===== src/rtl/wvb_reader_if.sv =====
// Signal bundle between the waveform-buffer reader and its surroundings:
// header FIFO, waveform buffer read port, output stream and status.
interface wvb_reader_if #(
    parameter int unsigned P_DATA_WIDTH = 22,
    parameter int unsigned P_ADR_WIDTH  = 12,
    parameter int unsigned P_HDR_WIDTH  = 80
);
    logic                    en;
    logic                    hdr_empty;
    logic                    hdr_rdreq;
    logic [P_HDR_WIDTH-1:0]  hdr_data;
    logic [P_ADR_WIDTH-1:0]  wvb_rd_addr;
    logic [P_DATA_WIDTH-1:0] wvb_data;
    logic [P_DATA_WIDTH-1:0] dout_data;
    logic                    dout_valid;
    logic                    dout_ready;
    logic                    dout_sop;
    logic                    dout_eop;
    logic [P_HDR_WIDTH-1:0]  hdr_out;
    logic                    busy;
    logic                    eoe_err;
    logic [15:0]             n_wvf_read;

    modport master (
        input  en, hdr_empty, hdr_data, wvb_data, dout_ready,
        output hdr_rdreq, wvb_rd_addr, dout_data, dout_valid, dout_sop, dout_eop,
               hdr_out, busy, eoe_err, n_wvf_read
    );

    modport slave (
        output en, hdr_empty, hdr_data, wvb_data, dout_ready,
        input  hdr_rdreq, wvb_rd_addr, dout_data, dout_valid, dout_sop, dout_eop,
               hdr_out, busy, eoe_err, n_wvf_read
    );
endinterface


===== src/rtl/wvb_reader.sv =====
// Pops a waveform header, reads start..stop from the waveform buffer and streams the words
// out through a 4-entry skid FIFO with sop/eop framing and end-of-event checking.
module wvb_reader #(
    parameter int unsigned P_DATA_WIDTH = 22,
    parameter int unsigned P_ADR_WIDTH  = 12,
    parameter int unsigned P_HDR_WIDTH  = 80,
    parameter int unsigned P_HDR_LAT    = 2,
    parameter int unsigned P_BUF_LAT    = 1
) (
    input logic          clk,
    input logic          rst,
    wvb_reader_if.master bus
);
    localparam int unsigned LP_FIFO_DEPTH = 4;

    typedef enum logic [1:0] {StIdle, StHdrWait, StRead, StDrain} state_e;

    state_e                  r_state;
    logic                    r_hdr_rdreq;
    logic [7:0]              r_lat_cnt;
    logic [P_HDR_WIDTH-1:0]  r_hdr_out;
    logic [P_ADR_WIDTH-1:0]  r_addr;
    logic [P_ADR_WIDTH-1:0]  r_stop;
    logic [P_ADR_WIDTH-1:0]  r_rd_addr;
    logic                    r_first;
    logic [15:0]             r_n_wvf;
    logic                    r_eoe_err;

    // Stage i holds the tag of the read whose data is valid i cycles after its address.
    logic [P_BUF_LAT:0]      r_pipe_vld;
    logic [P_BUF_LAT:0]      r_pipe_sop;
    logic [P_BUF_LAT:0]      r_pipe_eop;

    logic [P_DATA_WIDTH-1:0] r_mem_data [LP_FIFO_DEPTH];
    logic [LP_FIFO_DEPTH-1:0] r_mem_sop;
    logic [LP_FIFO_DEPTH-1:0] r_mem_eop;
    logic [1:0]              r_wr_ptr;
    logic [1:0]              r_rd_ptr;
    logic [2:0]              r_count;

    logic [7:0]              w_inflight;
    logic [7:0]              w_outstanding;
    logic                    w_issue;
    logic                    w_last_issue;
    logic                    w_push;
    logic                    w_pop;
    logic                    w_pop_eop;

    always_comb begin
        w_inflight = '0;
        for (int i = 0; i <= int'(P_BUF_LAT); i++) begin
            w_inflight = w_inflight + {7'd0, r_pipe_vld[i]};
        end
    end

    // Reads in flight plus queued words never exceed the FIFO depth, so nothing is dropped.
    assign w_outstanding = w_inflight + {5'd0, r_count};
    assign w_issue       = (r_state == StRead) && (w_outstanding < 8'(LP_FIFO_DEPTH));
    assign w_last_issue  = w_issue && (r_addr == r_stop);
    assign w_push        = r_pipe_vld[P_BUF_LAT];
    assign w_pop         = (r_count != 3'd0) && bus.dout_ready;
    assign w_pop_eop     = w_pop && r_mem_eop[r_rd_ptr];

    always_ff @(posedge clk) begin
        if (rst) begin
            r_state     <= StIdle;
            r_hdr_rdreq <= 1'b0;
            r_lat_cnt   <= '0;
            r_hdr_out   <= '0;
            r_addr      <= '0;
            r_stop      <= '0;
            r_rd_addr   <= '0;
            r_first     <= 1'b0;
            r_n_wvf     <= '0;
        end else begin
            r_hdr_rdreq <= 1'b0;
            if (w_pop_eop) begin
                r_n_wvf <= r_n_wvf + 16'd1;
            end
            unique case (r_state)
                StIdle: begin
                    if (bus.en && !bus.hdr_empty) begin
                        r_hdr_rdreq <= 1'b1;
                        r_lat_cnt   <= '0;
                        r_state     <= StHdrWait;
                    end
                end
                StHdrWait: begin
                    if (r_lat_cnt == 8'(P_HDR_LAT)) begin
                        r_hdr_out <= bus.hdr_data;
                        r_addr    <= bus.hdr_data[P_ADR_WIDTH-1:0];
                        r_stop    <= bus.hdr_data[2*P_ADR_WIDTH-1:P_ADR_WIDTH];
                        r_first   <= 1'b1;
                        r_state   <= StRead;
                    end else begin
                        r_lat_cnt <= r_lat_cnt + 8'd1;
                    end
                end
                StRead: begin
                    if (w_issue) begin
                        r_rd_addr <= r_addr;
                        r_addr    <= r_addr + P_ADR_WIDTH'(1);
                        r_first   <= 1'b0;
                        if (w_last_issue) begin
                            r_state <= StDrain;
                        end
                    end
                end
                StDrain: begin
                    if (w_pop_eop) begin
                        r_state <= StIdle;
                    end
                end
                default: r_state <= StIdle;
            endcase
        end
    end

    always_ff @(posedge clk) begin
        if (rst) begin
            r_pipe_vld <= '0;
            r_pipe_sop <= '0;
            r_pipe_eop <= '0;
            for (int i = 0; i < int'(LP_FIFO_DEPTH); i++) begin
                r_mem_data[i] <= '0;
            end
            r_mem_sop <= '0;
            r_mem_eop <= '0;
            r_wr_ptr  <= '0;
            r_rd_ptr  <= '0;
            r_count   <= '0;
            r_eoe_err <= 1'b0;
        end else begin
            r_pipe_vld[0] <= w_issue;
            r_pipe_sop[0] <= w_issue && r_first;
            r_pipe_eop[0] <= w_last_issue;
            for (int i = 1; i <= int'(P_BUF_LAT); i++) begin
                r_pipe_vld[i] <= r_pipe_vld[i-1];
                r_pipe_sop[i] <= r_pipe_sop[i-1];
                r_pipe_eop[i] <= r_pipe_eop[i-1];
            end
            if (w_push) begin
                r_mem_data[r_wr_ptr] <= bus.wvb_data;
                r_mem_sop[r_wr_ptr]  <= r_pipe_sop[P_BUF_LAT];
                r_mem_eop[r_wr_ptr]  <= r_pipe_eop[P_BUF_LAT];
                r_wr_ptr             <= r_wr_ptr + 2'd1;
                // Bit 0 of the buffer word must mark exactly the last word of the waveform.
                if (bus.wvb_data[0] != r_pipe_eop[P_BUF_LAT]) begin
                    r_eoe_err <= 1'b1;
                end
            end
            if (w_pop) begin
                r_rd_ptr <= r_rd_ptr + 2'd1;
            end
            case ({w_push, w_pop})
                2'b10:   r_count <= r_count + 3'd1;
                2'b01:   r_count <= r_count - 3'd1;
                default: r_count <= r_count;
            endcase
        end
    end

    assign bus.hdr_rdreq   = r_hdr_rdreq;
    assign bus.wvb_rd_addr = r_rd_addr;
    assign bus.dout_data   = r_mem_data[r_rd_ptr];
    assign bus.dout_valid  = (r_count != 3'd0);
    assign bus.dout_sop    = r_mem_sop[r_rd_ptr];
    assign bus.dout_eop    = r_mem_eop[r_rd_ptr];
    assign bus.hdr_out     = r_hdr_out;
    assign bus.busy        = (r_state != StIdle);
    assign bus.eoe_err     = r_eoe_err;
    assign bus.n_wvf_read  = r_n_wvf;
endmodule


===== src/flat_wrapper.sv =====
// flat-port wrapper written by rule: the top's interface ports become plain ports
module wvb_reader_flat 
#(
    parameter int unsigned P_DATA_WIDTH = 22,
    parameter int unsigned P_ADR_WIDTH  = 12,
    parameter int unsigned P_HDR_WIDTH  = 80,
    parameter int unsigned P_HDR_LAT    = 2,
    parameter int unsigned P_BUF_LAT    = 1
)
  (clk, rst, bus_en, bus_hdr_empty, bus_hdr_data, bus_wvb_data, bus_dout_ready, bus_hdr_rdreq, bus_wvb_rd_addr, bus_dout_data, bus_dout_valid, bus_dout_sop, bus_dout_eop, bus_hdr_out, bus_busy, bus_eoe_err, bus_n_wvf_read);
  wvb_reader_if #(.P_DATA_WIDTH(P_DATA_WIDTH), .P_ADR_WIDTH(P_ADR_WIDTH), .P_HDR_WIDTH(P_HDR_WIDTH)) bus_i ();
  input logic clk;
  input logic rst;
  input wire logic [$bits(bus_i.en)-1:0] bus_en;
  input wire logic [$bits(bus_i.hdr_empty)-1:0] bus_hdr_empty;
  input wire logic [$bits(bus_i.hdr_data)-1:0] bus_hdr_data;
  input wire logic [$bits(bus_i.wvb_data)-1:0] bus_wvb_data;
  input wire logic [$bits(bus_i.dout_ready)-1:0] bus_dout_ready;
  output wire logic [$bits(bus_i.hdr_rdreq)-1:0] bus_hdr_rdreq;
  output wire logic [$bits(bus_i.wvb_rd_addr)-1:0] bus_wvb_rd_addr;
  output wire logic [$bits(bus_i.dout_data)-1:0] bus_dout_data;
  output wire logic [$bits(bus_i.dout_valid)-1:0] bus_dout_valid;
  output wire logic [$bits(bus_i.dout_sop)-1:0] bus_dout_sop;
  output wire logic [$bits(bus_i.dout_eop)-1:0] bus_dout_eop;
  output wire logic [$bits(bus_i.hdr_out)-1:0] bus_hdr_out;
  output wire logic [$bits(bus_i.busy)-1:0] bus_busy;
  output wire logic [$bits(bus_i.eoe_err)-1:0] bus_eoe_err;
  output wire logic [$bits(bus_i.n_wvf_read)-1:0] bus_n_wvf_read;
  assign bus_i.en = bus_en;
  assign bus_i.hdr_empty = bus_hdr_empty;
  assign bus_i.hdr_data = bus_hdr_data;
  assign bus_i.wvb_data = bus_wvb_data;
  assign bus_i.dout_ready = bus_dout_ready;
  assign bus_hdr_rdreq = bus_i.hdr_rdreq;
  assign bus_wvb_rd_addr = bus_i.wvb_rd_addr;
  assign bus_dout_data = bus_i.dout_data;
  assign bus_dout_valid = bus_i.dout_valid;
  assign bus_dout_sop = bus_i.dout_sop;
  assign bus_dout_eop = bus_i.dout_eop;
  assign bus_hdr_out = bus_i.hdr_out;
  assign bus_busy = bus_i.busy;
  assign bus_eoe_err = bus_i.eoe_err;
  assign bus_n_wvf_read = bus_i.n_wvf_read;
  wvb_reader #(.P_DATA_WIDTH(P_DATA_WIDTH), .P_ADR_WIDTH(P_ADR_WIDTH), .P_HDR_WIDTH(P_HDR_WIDTH), .P_HDR_LAT(P_HDR_LAT), .P_BUF_LAT(P_BUF_LAT)) u_core (.clk(clk), .rst(rst), .bus(bus_i));
endmodule

===== config.mk =====
export PLATFORM = sky130hd
export DESIGN_NAME = wvb_reader_flat
export DESIGN_NICKNAME = d
export VERILOG_FILES = /design/src/rtl/wvb_reader_if.sv /design/src/rtl/wvb_reader.sv /design/src/flat_wrapper.sv
export SDC_FILE = /design/constraint.sdc
export NUM_CORES = 1
export LEC_CHECK = 0
export ABC_AREA = 0
export CAP_MARGIN = 10
export CORE_UTILIZATION = 54
export DETAILED_ROUTE_END_ITERATION = 16
export PLACE_DENSITY = 0.85
export SKIP_CTS_REPAIR_TIMING = 1
export SLEW_MARGIN = 5
export SYNTH_ARGS = -nofsm -noshare
export SYNTH_HDL_FRONTEND = slang
export SYNTH_SLANG_ARGS = --single-unit

===== constraint.sdc =====
create_clock -name clk -period 3.04 [get_ports clk]
set_input_delay 0.608 -clock clk [delete_from_list [all_inputs] [get_ports clk]]
set_output_delay 0.608 -clock clk [all_outputs]
set_load 0.03 [all_outputs]

## After elaboration in Yosys (flattened, before gate mapping)

Memory sizes are Yosys's and may differ from the RTL's. A register that Yosys moved wholly into a read port is not among the register bits.
Index checks and enable logic that the tools add are counted.

| operators by class | value |
|---|---|
| add/sub/neg operators | 9 |
| $lt $le $gt $ge | 4 |
| equal/unequal tests | 14 |
| mux-type cells | 35 |
| bitwise operators | 1 |
| reduce and logical (&&, ||, !) cells | 22 |

Operators with widths:

| kind | number |
|---|---|
| two-way mux 12 bit | 2 |
| case mux 12 bit (2 select lines) | 1 |
| two-way mux 22 bit | 1 |
| OR reduction 22 bit | 1 |
| adder 16 x 1 -> 16 bit (second input constant) | 1 |
| two-way mux 2 bit | 8 |
| two-way mux 8 bit | 2 |
| case mux 8 bit (2 select lines) | 1 |
| adder 12 x 1 -> 12 bit (second input constant) | 1 |
| == test 12 bit | 1 |
| two-way mux 1 bit | 12 |
| inequality test 2 x 1 -> 1 bit (second input constant) | 5 |
| adder 8 x 1 -> 8 bit (second input constant) | 1 |
| adder 8 x 3 -> 8 bit | 1 |
| bitwise mux 4 bit | 2 |
| == test 8 x 2 -> 1 bit (second input constant) | 1 |
| < comparator 8 x 3 -> 1 bit (second input constant) | 1 |
| case mux 2 bit (4 select lines) | 1 |
| nonzero test 2 bit | 4 |
| logical AND 1 bit | 7 |
| == test 2 bit (second input constant) | 3 |
| < comparator 2 x 3 -> 1 bit (second input constant) | 2 |
| case mux 3 bit (2 select lines) | 1 |
| AND reduction 2 bit | 3 |
| other kinds (18) | 22 |

| word-level totals | value |
|---|---|
| flip-flop bits (word level) | 166 |
| memory bits (writable) | 88 |
| output and inout bits | 136 |
| memories | 1 |

Memory list:

| name | words | width | read ports | clocked after memory_dff | write ports | RTL line | RTL |
|---|---|---|---|---|---|---|---|
| u_core.r_mem_data | 4 | 22 | 1 | 1 | 4 | wvb_reader.sv:34 | `logic [P_DATA_WIDTH-1:0] r_mem_data [LP_FIFO_DEPTH];` |

## Logic depth before layout (Yosys ltp)

Gate-level depths: netlist of the first run.

| depth | value |
|---|---|
| depth in word-level cells | 8 |
| mapped depth | 9 |
| gate-level depth less buffers | 7 |

## Worst setup path before layout of the first run

Ideal clock, no wire load.

| path | value |
|---|---|
| kind | input-to-reg |
| start point | in bus_dout_ready |
| end point | reg u_core.r_count[2] |
| library setup time | 0.070 ns |
| arrival time | 2.069 ns |
| path slack | 0.900 ns |
| cell stages on the path | 8 |
| buffers on the path | 1 |
| cell sequence | o31a_1 > buf_2 > ha_1 > inv_1 > fa_1 > xor2_1 > or3_1 > a21oi_1 |

| on the way | value |
|---|---|
| longest elaborated chain between the ends | 3 |
| elaborated cells between the ends (all ways) | 5 |

RTL lines:

| element | RTL line | RTL |
|---|---|---|
| start: declaration | flat_wrapper.sv:18 | `input wire logic [$bits(bus_i.dout_ready)-1:0] bus_dout_ready;` |
| logical AND 1 bit * | wvb_reader.sv:61 | `assign w_pop = (r_count != 3'd0) && bus.dout_ready;` |
| named net u_core.w_pop | wvb_reader.sv:46 | `logic w_pop;` |
| == test 2 x 1 -> 1 bit / == test 2 bit (equally long branches) | wvb_reader.sv:155 | `case ({w_push, w_pop})` |
| case mux 3 bit (2 select lines) / nonzero test 2 bit (equally long branches) | -- |  |
| end signal: assignment | wvb_reader.sv:156 | `2'b10: r_count <= r_count + 3'd1;` |
| end signal: assignment | wvb_reader.sv:157 | `2'b01: r_count <= r_count - 3'd1;` |
| end signal: assignment | wvb_reader.sv:158 | `default: r_count <= r_count;` |
| end: declaration | wvb_reader.sv:39 | `logic [2:0] r_count;` |

Mark *: on every way through the listed nets, which the timed path passes. The rest lies on a longest branch.
A chain may end at the register's enable or synchronous reset.

==> results of run 1 <==
==> kinds of logic (layout without fill, tap and decap cells) <==
family	after synthesis	count (layout)	synth area share (%)
buf+inv	78	322	4.58
flops	244	244	55.3
compound gates	156	156	9.04
mux	29	29	5.66
simple gates	439	439	20.2
fa+ha+maj	16	16	1.99
xor+xnor	38	38	3.19
==> layout make-up <==
class	count	area (um^2)
tap	260	325
clock inverter	15	150
inverter	16	60.1
fill	1319	5070
sequential	244	5770
timing repair buffer	258	2560
clock buffer	33	698
multi-input combinational	678	4200
==> final timing paths <==
| check | from | endpoint | depth (start not counted) | slack, ps |
|---|---|---|---|---|
| setup / recovery | register | bus_dout_data[12] | 3 | 180 |
| hold / removal | u_core.r_pipe_sop[0]$_SDFF_PP0_ | u_core.r_pipe_sop[1]$_SDFF_PP0_ | 1 | 430 |
| setup reg to reg | u_core.r_lat_cnt[0]$_SDFFE_PP0P_ | u_core.r_lat_cnt[2]$_SDFFE_PP0P_ | 8 | 730 |
| hold reg to reg | u_core.r_pipe_sop[0]$_SDFF_PP0_ | u_core.r_pipe_sop[1]$_SDFF_PP0_ | 1 | 430 |
==> sequential cells by signal, summed over array words and instances (netlist names), 3 cells and up, named ones only <==
register,count
u_core.r_addr,12
u_core.bus.wvb_rd_addr,12
u_core.bus.hdr_out,69
u_core.r_lat_cnt,8
u_core.r_mem_eop,4
u_core.r_mem_sop,4
u_core.r_count,3
u_core.bus.n_wvf_read,16
u_core.r_stop,11
u_core.r_mem_data,88
==> routing by layer <==
| layer | up-vias | GRT usage [%] | share of wire [%] |
|---|---|---|---|
| met2 | 267 | 44.7 | 52 |
| met1 | 3771 | 28.0 | 39 |
| met5 | - | 0 | 0 |
| li1 | 3850 | - | - |
| met3 | 37 | 6.79 | 8.1 |
| met4 | 0 | 6.46 | 1.7 |
==> stage by stage <==
| stage | utilization [%] | hold slack (ps) | power, mW | cell area [um^2] |
|---|---|---|---|---|
| floorplan | - | 414 | 4.72 | 10400 |
| global placement | 68.6 | 416 | 5.10 | 12900 |
| detailed placement | 68.6 | 423 | 5.14 | 12900 |
| CTS | 73.1 | 429 | 8.25 | 13800 |
| global route | 73.1 | 449 | 8.54 | 13800 |
| finish | 73.1 | 430 | 8.21 | 13800 |
==> power by group <==
| part | switching [mW] | total, mW | internal [mW] |
|---|---|---|---|
| Combinational | 0.754 | 1.37 | 0.612 |
| Clock | 1.25 | 3.13 | 1.88 |
| Sequential | 0.178 | 3.72 | 3.54 |
==> synthesized netlist by cell type, drive strengths merged (4+ instances only) <==
cell type / count / share of area (%)
and2: 94 / 5.6
mux2i: 5 / 0.48
o21ai: 16 / 0.98
xor2: 23 / 1.9
ha: 15 / 1.8
nand2b: 5 / 0.30
or2: 4 / 0.24
nor2: 42 / 1.5
a211oi: 7 / 0.74
nor2b: 8 / 0.48
xnor2: 15 / 1.3
o22ai: 4 / 0.24
edfxtp: 88 / 25
dfxtp: 156 / 30
nand4: 9 / 0.68
nand2: 217 / 7.8
mux4: 24 / 5.2
clkbuf: 33 / 1.2
buf: 28 / 2.7
nor4: 4 / 0.30
or3: 6 / 0.37
nor3: 11 / 0.64
a21oi: 119 / 6.2
and3: 6 / 0.36
nor3b: 4 / 0.29
inv: 16 / 0.58
nand3: 25 / 1.2
==> results.json, run 1 <==
{
  "status": "finished clean",
  "ys_seq_area_share_pct": 55.3,
  "wl_per_cell_um": 16.2,
  "clk_latency_ps": 520,
  "drive_gt1_share_pct": 9.57,
  "synth_warnings": 0,
  "synthCells": 1000,
  "io_pins": 243,
  "timing.final.crit_share_pct": 93.9,
  "most-common-layout-cells": "clkdlybuf4s50_1 (240), nand2_1 (217), dfxtp_1 (156), a21oi_1 (106), and2_1 (94)",
  "syn_nets": 1123,
  "drv_cap": 0,
  "netlist_area_um2": 10400,
  "cts.sinks": 244,
  "finalWorstSetupSlack_ps": 185,
  "max-slew-margin-rel_pct": 54.8,
  "rows": 50,
  "grt_max_degree": 82,
  "synthArstFlopShare_pct": 0,
  "leakage_nw": 4.80,
  "worstSetupStartpointType": "register",
  "preCtsSetupSlack_ps": 387,
  "core_area_um2": 18800,
  "synth_ff_type": "dfxtp_1",
  "grt_pass1_wl_um": 38700,
  "final_cells": 1504,
  "layout.nets": 1347,
  "drt_iter0_drc": 382,
  "vdd_ir_drop_max_mv": 0.388,
  "io_buffers": 242,
  "dp_hpwl_um": 16600,
  "finalClockSkew_ps": 13.6,
  "setup_violations": 0,
  "arrival_ps": 2250,
  "slowest_delay_ps": 620,
  "power.density_nw_per_um2": 597,
  "worst_pin_slew_ps": 678,
  "rsz0062_at_grt": "false",
  "drt_wl_total_um": 24400,
  "ys_ff_latch": 244,
  "h-tree-depth": 1,
  "ant_nets": 0,
  "die_y_um": 141,
  "drtPass1Iterations": 5,
  "first_global_vias": 7786,
  "tritoncts": "built",
  "synth_edf_count": 88,
  "syn_area_per_cell_um2": 10.4,
  "placedCellCount": 1456,
  "start_util_pct": 55.4,
  "critical_path_required_ps": 2430,
  "cp_top_family": "buffers and inverters",
  "slew_viol_final": 0,
  "antenna_found_initial": 0,
  "path_buf_inv": 2,
  "area_growth_pct": 32.0,
  "crit_path_top_delay_cell": "clkdlybuf4s50_1",
  "track_usage_pct": 24.5,
  "end_kind": "output pin",
  "drc": 0,
  "final.setup.tns_ps": 0,
  "ys_types": 53,
  "clockBufferDepth": 3,
  "overflow": 0,
  "clk_pin_slew_worst_paths_ps": 60,
  "die_w_um": 141,
  "num_vias": 7925,
  "diodes": 0,
  "cts_inserted_buffers": 26,
  "gp_congestion": 0.805,
  "hold_viol_final": 0,
  "hold_path_class": "reg -> reg",
  "root_buffer": "clkbuf_16",
  "die_area_um2": 19900,
  "fmax_ghz": 0.350,
  "via_per_inst": 5.27,
  "cp_max_fo": 22,
  "path_cells": "buf_12, mux4_2, clkdlybuf4s50_1",
  "finalCriticalPeriod_ps": 2860,
  "final_common_cell": "clkdlybuf4s50_1",
  "crit_type": "reg -> out"
}
Note: power is estimated with default switching activity, not from simulation.
==> run 2, diff against run 1 <==
--- a/config.mk
+++ b/config.mk
@@ -6,10 +6,9 @@
 export NUM_CORES = 1
 export LEC_CHECK = 0
 export ABC_AREA = 0
-export CAP_MARGIN = 10
 export CORE_UTILIZATION = 54
 export DETAILED_ROUTE_END_ITERATION = 16
-export PLACE_DENSITY = 0.85
+export PLACE_DENSITY_LB_ADDON = 0.25
 export SKIP_CTS_REPAIR_TIMING = 1
 export SLEW_MARGIN = 5
 export SYNTH_ARGS = -nofsm -noshare
==> constraint.sdc (replaced) <==
create_clock -name clk -period 3.04 [get_ports clk]
set_input_delay 0.608 -clock clk [delete_from_list [all_inputs] [get_ports clk]]
set_output_delay 0.608 -clock clk [all_outputs]
set_load 0.005 [all_outputs]
==> run 2 against run 1 <==
Effect of this change: clock-buffer cell count is 1 higher; critical path type unchanged; critical endpoint is now bus_dout_data[0]; hold slack lost 99 ps; sequential share of layout area increased by 0.15 points; highest routed layer unchanged.
==> results.json, run 2 (synthesis gave the netlist of run 1 again) <==
{
  "drtPass1Iterations": 5,
  "most-common-layout-cells": "clkdlybuf4s50_1 (241), nand2_1 (217), dfxtp_1 (156), a21oi_1 (106), and2_1 (94)",
  "via_per_inst": 5.15,
  "final_common_cell": "clkdlybuf4s50_1",
  "start_util_pct": 55.4,
  "place_area_um2": 12900,
  "drt_iter0_drc": 345,
  "whs_endpoint": "u_core.bus.eoe_err$_SDFFE_PP0P_",
  "timing.final.crit_share_pct": 95.8,
  "leakage_nw": 4.79,
  "final.setup.tns_ps": 0,
  "hold_path_class": "in -> reg",
  "top_register": "u_core.r_mem_data",
  "track_usage_pct": 23.9,
  "min-delay-start": "rst",
  "io_pins": 243,
  "clk_pin_slew_worst_paths_ps": 60,
  "finalClockSkew_ps": 9.91,
  "wl_per_cell_um": 15.8,
  "die_area_um2": 19900,
  "arrival_ps": 2300,
  "worstSetupStartpointType": "register",
  "grt_max_degree": 149,
  "area_growth_pct": 31.5,
  "slew_viol_final": 0,
  "r2r_start": "u_core.r_lat_cnt[1]$_SDFFE_PP0P_",
  "path_cells": "buf_4, mux4_2, clkdlybuf4s50_1",
  "rr_worst_depth": 7,
  "num_vias": 7714,
  "finalCriticalPeriod_ps": 2910,
  "drc": 0,
  "dp_hpwl_um": 15600,
  "ant_nets": 0,
  "worst_pin_slew_ps": 774,
  "die_y_um": 141,
  "end_kind": "output pin",
  "diodes": 0,
  "cts.sinks": 244,
  "die_w_um": 141,
  "max-slew-margin-rel_pct": 48.4,
  "root_buffer": "clkbuf_16",
  "power.density_nw_per_um2": 580,
  "largest_reg_flops": 88,
  "r2r_setup_slack_ps": 660,
  "fmax_ghz": 0.343,
  "layout.nets": 1345,
  "cp_max_fo": 22,
  "overflow": 0,
  "vdd_ir_drop_max_mv": 0.483,
  "rows": 50,
  "clk_latency_ps": 530,
  "crit_path_top_delay_cell": "mux4_2",
  "drv_cap": 0,
  "tritoncts": "built",
  "cts_inserted_buffers": 26,
  "clockBufferDepth": 3,
  "gp_congestion": 0.798,
  "core_area_um2": 18800,
  "rsz0062_at_grt": "false",
  "worst_r2r_endpoint": "u_core.r_addr[5]$_SDFFE_PP0P_",
  "setup_violations": 0,
  "crit_type": "reg -> out",
  "h-tree-depth": 1,
  "critical_path_required_ps": 2430,
  "hold_viol_final": 0,
  "drt_wl_total_um": 23700,
  "slowest_delay_ps": 580,
  "final_area_um2": 13700,
  "drive_gt1_share_pct": 9.44,
  "grt_pass1_wl_um": 38200,
  "status": "finished clean",
  "antenna_found_initial": 0,
  "io_buffers": 242,
  "holdPathStages": 2,
  "first_global_vias": 7505
}
[run 2: where the power goes]
part | internal [mW] | total [mW] | switching [mW]
Clock | 1.77 | 3.02 | 1.26
Combinational | 0.606 | 1.22 | 0.619
Sequential | 3.54 | 3.71 | 0.170
[run 2: how the worst max path moves through the flow]
stage                                           endpoint  slack, ps  cells after the start
after floorplan           u_core.r_count[2]$_SDFFE_PP0P_        900                      8
final                                   bus_dout_data[0]        130                      3
after detailed placement  u_core.r_count[2]$_SDFFE_PP0P_        540                      8
after global placement    u_core.r_count[2]$_SDFFE_PP0P_        570                      8
after global routing                    bus_dout_data[0]          4                      3
after CTS                               bus_dout_data[0]         80                      3
[run 2: final cells by class]
type                       count  area [um^2]
clock buffer                  34          733
clock inverter                11         78.8
fill                        1368         5120
inverter                      16         60.1
multi-input combinational    678         4200
sequential                   244         5770
tap                          260          325
timing repair buffer         256         2550
[run 2: metal layers]
| layer | routed length [um] | part of all wire, % | vias to the layer above | track usage (%) |
|---|---|---|---|---|
| li1 | - | - | 3836 | - |
| met1 | 10000 | 42 | 3602 | 30.2 |
| met2 | 11600 | 49 | 235 | 40.7 |
| met3 | 1570 | 6.6 | 41 | 5.81 |
| met4 | 536 | 2.3 | 0 | 7.04 |
| met5 | 0 | 0 | - | 0 |
[run 2: worst max-delay path: cells and delay by family (launching register included)]
| family | cells | cell delay, ps |
|---|---|---|
| mux | 1 | 580 |
| buf+inv | 2 | 860 |
| flops | 1 | 330 |
[run 2: per-stage QoR]
| step | hold WS [ps] | worst slack (ps) | instances | power [mW] | utilization (%) |
|---|---|---|---|---|---|
| after floorplan | 414 | 900 | 1000 | 4.59 | - |
| after global placement | 418 | 568 | 1454 | 4.98 | 68.5 |
| after detailed placement | 445 | 538 | 1454 | 5.00 | 68.5 |
| after CTS | 319 | 79.6 | 1499 | 8.00 | 72.8 |
| after global routing | 333 | 4.02 | 1499 | 8.27 | 72.8 |
| final | 331 | 128 | 1499 | 7.96 | 72.8 |
==> run 3, diff against run 2 <==
--- a/config.mk
+++ b/config.mk
@@ -6,7 +6,7 @@
 export NUM_CORES = 1
 export LEC_CHECK = 0
 export ABC_AREA = 0
-export CORE_UTILIZATION = 54
+export CORE_UTILIZATION = 50
 export DETAILED_ROUTE_END_ITERATION = 16
 export PLACE_DENSITY_LB_ADDON = 0.25
 export SKIP_CTS_REPAIR_TIMING = 1
==> constraint.sdc (replaced) <==
create_clock -name clk -period 2.82 [get_ports clk]
set_input_delay 0.564 -clock clk [delete_from_list [all_inputs] [get_ports clk]]
set_output_delay 0.564 -clock clk [all_outputs]
set_load 0.005 [all_outputs]
==> run 3 against run 2 <==
Effect of this change: worst setup slack worse by 25 ps; cell count is 1.1% higher; total power is 6.2% higher; clock skew is 8.9 ps higher; sequential power is 7.3% higher; critical path type unchanged.
==> results.json, run 3 (synthesis gave the netlist of run 1 again) <==
{
  "wl_per_cell_um": 15.7,
  "cts.sinks": 244,
  "highest_layer": "met4",
  "fmax_ghz": 0.368,
  "die_w_um": 146,
  "grt_max_degree": 98,
  "final_common_cell": "clkdlybuf4s50_1",
  "arrival_ps": 2150,
  "cts_inserted_buffers": 26,
  "ant_nets": 0,
  "hold_viol_final": 0,
  "holdPathStages": 2,
  "setup_violations": 0,
  "finalCriticalPeriod_ps": 2720,
  "gp_congestion": 0.775,
  "drt_iter0_drc": 446,
  "root_buffer": "clkbuf_16",
  "area_growth_pct": 31.7,
  "drtPass1Iterations": 6,
  "place_area_um2": 13000,
  "worst_pin_slew_ps": 675,
  "worstSetupStartpointType": "register",
  "rsz0062_at_grt": "false",
  "vdd_ir_drop_max_mv": 0.426,
  "slew_viol_final": 0,
  "via_per_inst": 5.12,
  "whs_ps": 226,
  "timing.final.crit_share_pct": 96.3,
  "preCtsSetupSlack_ps": 340,
  "r2r_setup_slack_ps": 550,
  "final_area_um2": 13700,
  "dr_wl_met3_um": 1670,
  "max-slew-margin-rel_pct": 55.0,
  "diodes": 0,
  "drt_wl_total_um": 23800,
  "die_y_um": 146,
  "m1WireLength_um": 9840,
  "start_util_pct": 51.2,
  "top_register": "u_core.r_mem_data",
  "final.setup.tns_ps": 0,
  "largest_reg_flops": 88,
  "io_buffers": 242,
  "grt_pass1_wl_um": 38800,
  "leakage_nw": 4.79,
  "track_usage_pct": 22.3,
  "met2WireLength_um": 11900,
  "h-tree-depth": 1,
  "clockBufferDepth": 3,
  "r2r_start": "u_core.r_lat_cnt[0]$_SDFFE_PP0P_",
  "first_global_vias": 7818,
  "tritoncts": "built",
  "clk_pin_slew_worst_paths_ps": 50,
  "drive_gt1_share_pct": 9.23,
  "finalWorstSetupSlack_ps": 103,
  "finalClockSkew_ps": 18.8,
  "crit_type": "reg -> out",
  "most-common-layout-cells": "clkdlybuf4s50_1 (241), nand2_1 (217), dfxtp_1 (156), a21oi_1 (106), and2_1 (94)",
  "layout.nets": 1349,
  "overflow": 0,
  "die_area_um2": 21400,
  "io_pins": 243,
  "drc": 0,
  "power.density_nw_per_um2": 616,
  "drv_cap": 0,
  "critical_path_required_ps": 2260,
  "antenna_found_initial": 0,
  "dp_hpwl_um": 15800,
  "cp_max_fo": 6,
  "rows": 52,
  "min-delay-start": "rst",
  "status": "finished clean",
  "end_kind": "output pin",
  "core_area_um2": 20400,
  "clk_latency_ps": 530,
  "worst_r2r_endpoint": "u_core.r_lat_cnt[2]$_SDFFE_PP0P_",
  "rr_worst_depth": 8,
  "hold_path_class": "in -> reg",
  "num_vias": 7765,
  "whs_endpoint": "u_core.bus.eoe_err$_SDFFE_PP0P_"
}
## run 3: per-layer routing
| metal | up-vias | GRT usage, % |
|---|---|---|
| li1 | 3857 | - |
| met1 | 3639 | 27.3 |
| met2 | 234 | 39.4 |
| met3 | 35 | 5.31 |
| met4 | 0 | 5.63 |
| met5 | - | 0 |
## run 3: stage by stage
stage,instances,power [mW],utilization (%)
floorplan,1000,4.95,-
global placement,1468,5.39,63.6
detailed placement,1468,5.42,63.6
CTS,1516,8.53,67.5
global route,1516,8.81,67.5
finish,1516,8.46,67.5
## run 3: how the worst max path moves through the flow
stage	startpoint	endpoint	slack, ps	cells after the start
after global routing	u_core.r_rd_ptr[0]$_SDFFE_PP0P_	bus_dout_eop	60	2
after CTS	u_core.r_rd_ptr[0]$_SDFFE_PP0P_	bus_dout_eop	80	2
after floorplan	bus_dout_ready	u_core.r_count[2]$_SDFFE_PP0P_	720	8
after global placement	bus_dout_ready	u_core.r_count[2]$_SDFFE_PP0P_	380	8
after detailed placement	bus_dout_ready	u_core.r_count[2]$_SDFFE_PP0P_	340	8
final	u_core.r_rd_ptr[0]$_SDFFE_PP0P_	bus_dout_eop	100	2
## run 3: power by group
group / switching [mW] / internal (mW) / total [mW]
Combinational: 0.688 / 0.671 / 1.36
Sequential: 0.168 / 3.82 / 3.98
Clock: 1.32 / 1.79 / 3.11
## run 3: critical path, cell delays in order, from the launching register on
cell and delay [ps]:
dfxtp_1 420, mux4_2 670, clkdlybuf4s50_1 540
## run 3: area by class of cell
| class | instances | area, um^2 |
|---|---|---|
| Multi-Input combinational cell | 678 | 4200 |
| Clock buffer | 40 | 737 |
| Inverter | 16 | 60.1 |
| Clock inverter | 8 | 43.8 |
| Fill cell | 1580 | 6630 |
| Tap cell | 270 | 338 |
| Sequential cell | 244 | 5770 |
| Timing Repair Buffer | 260 | 2590 |
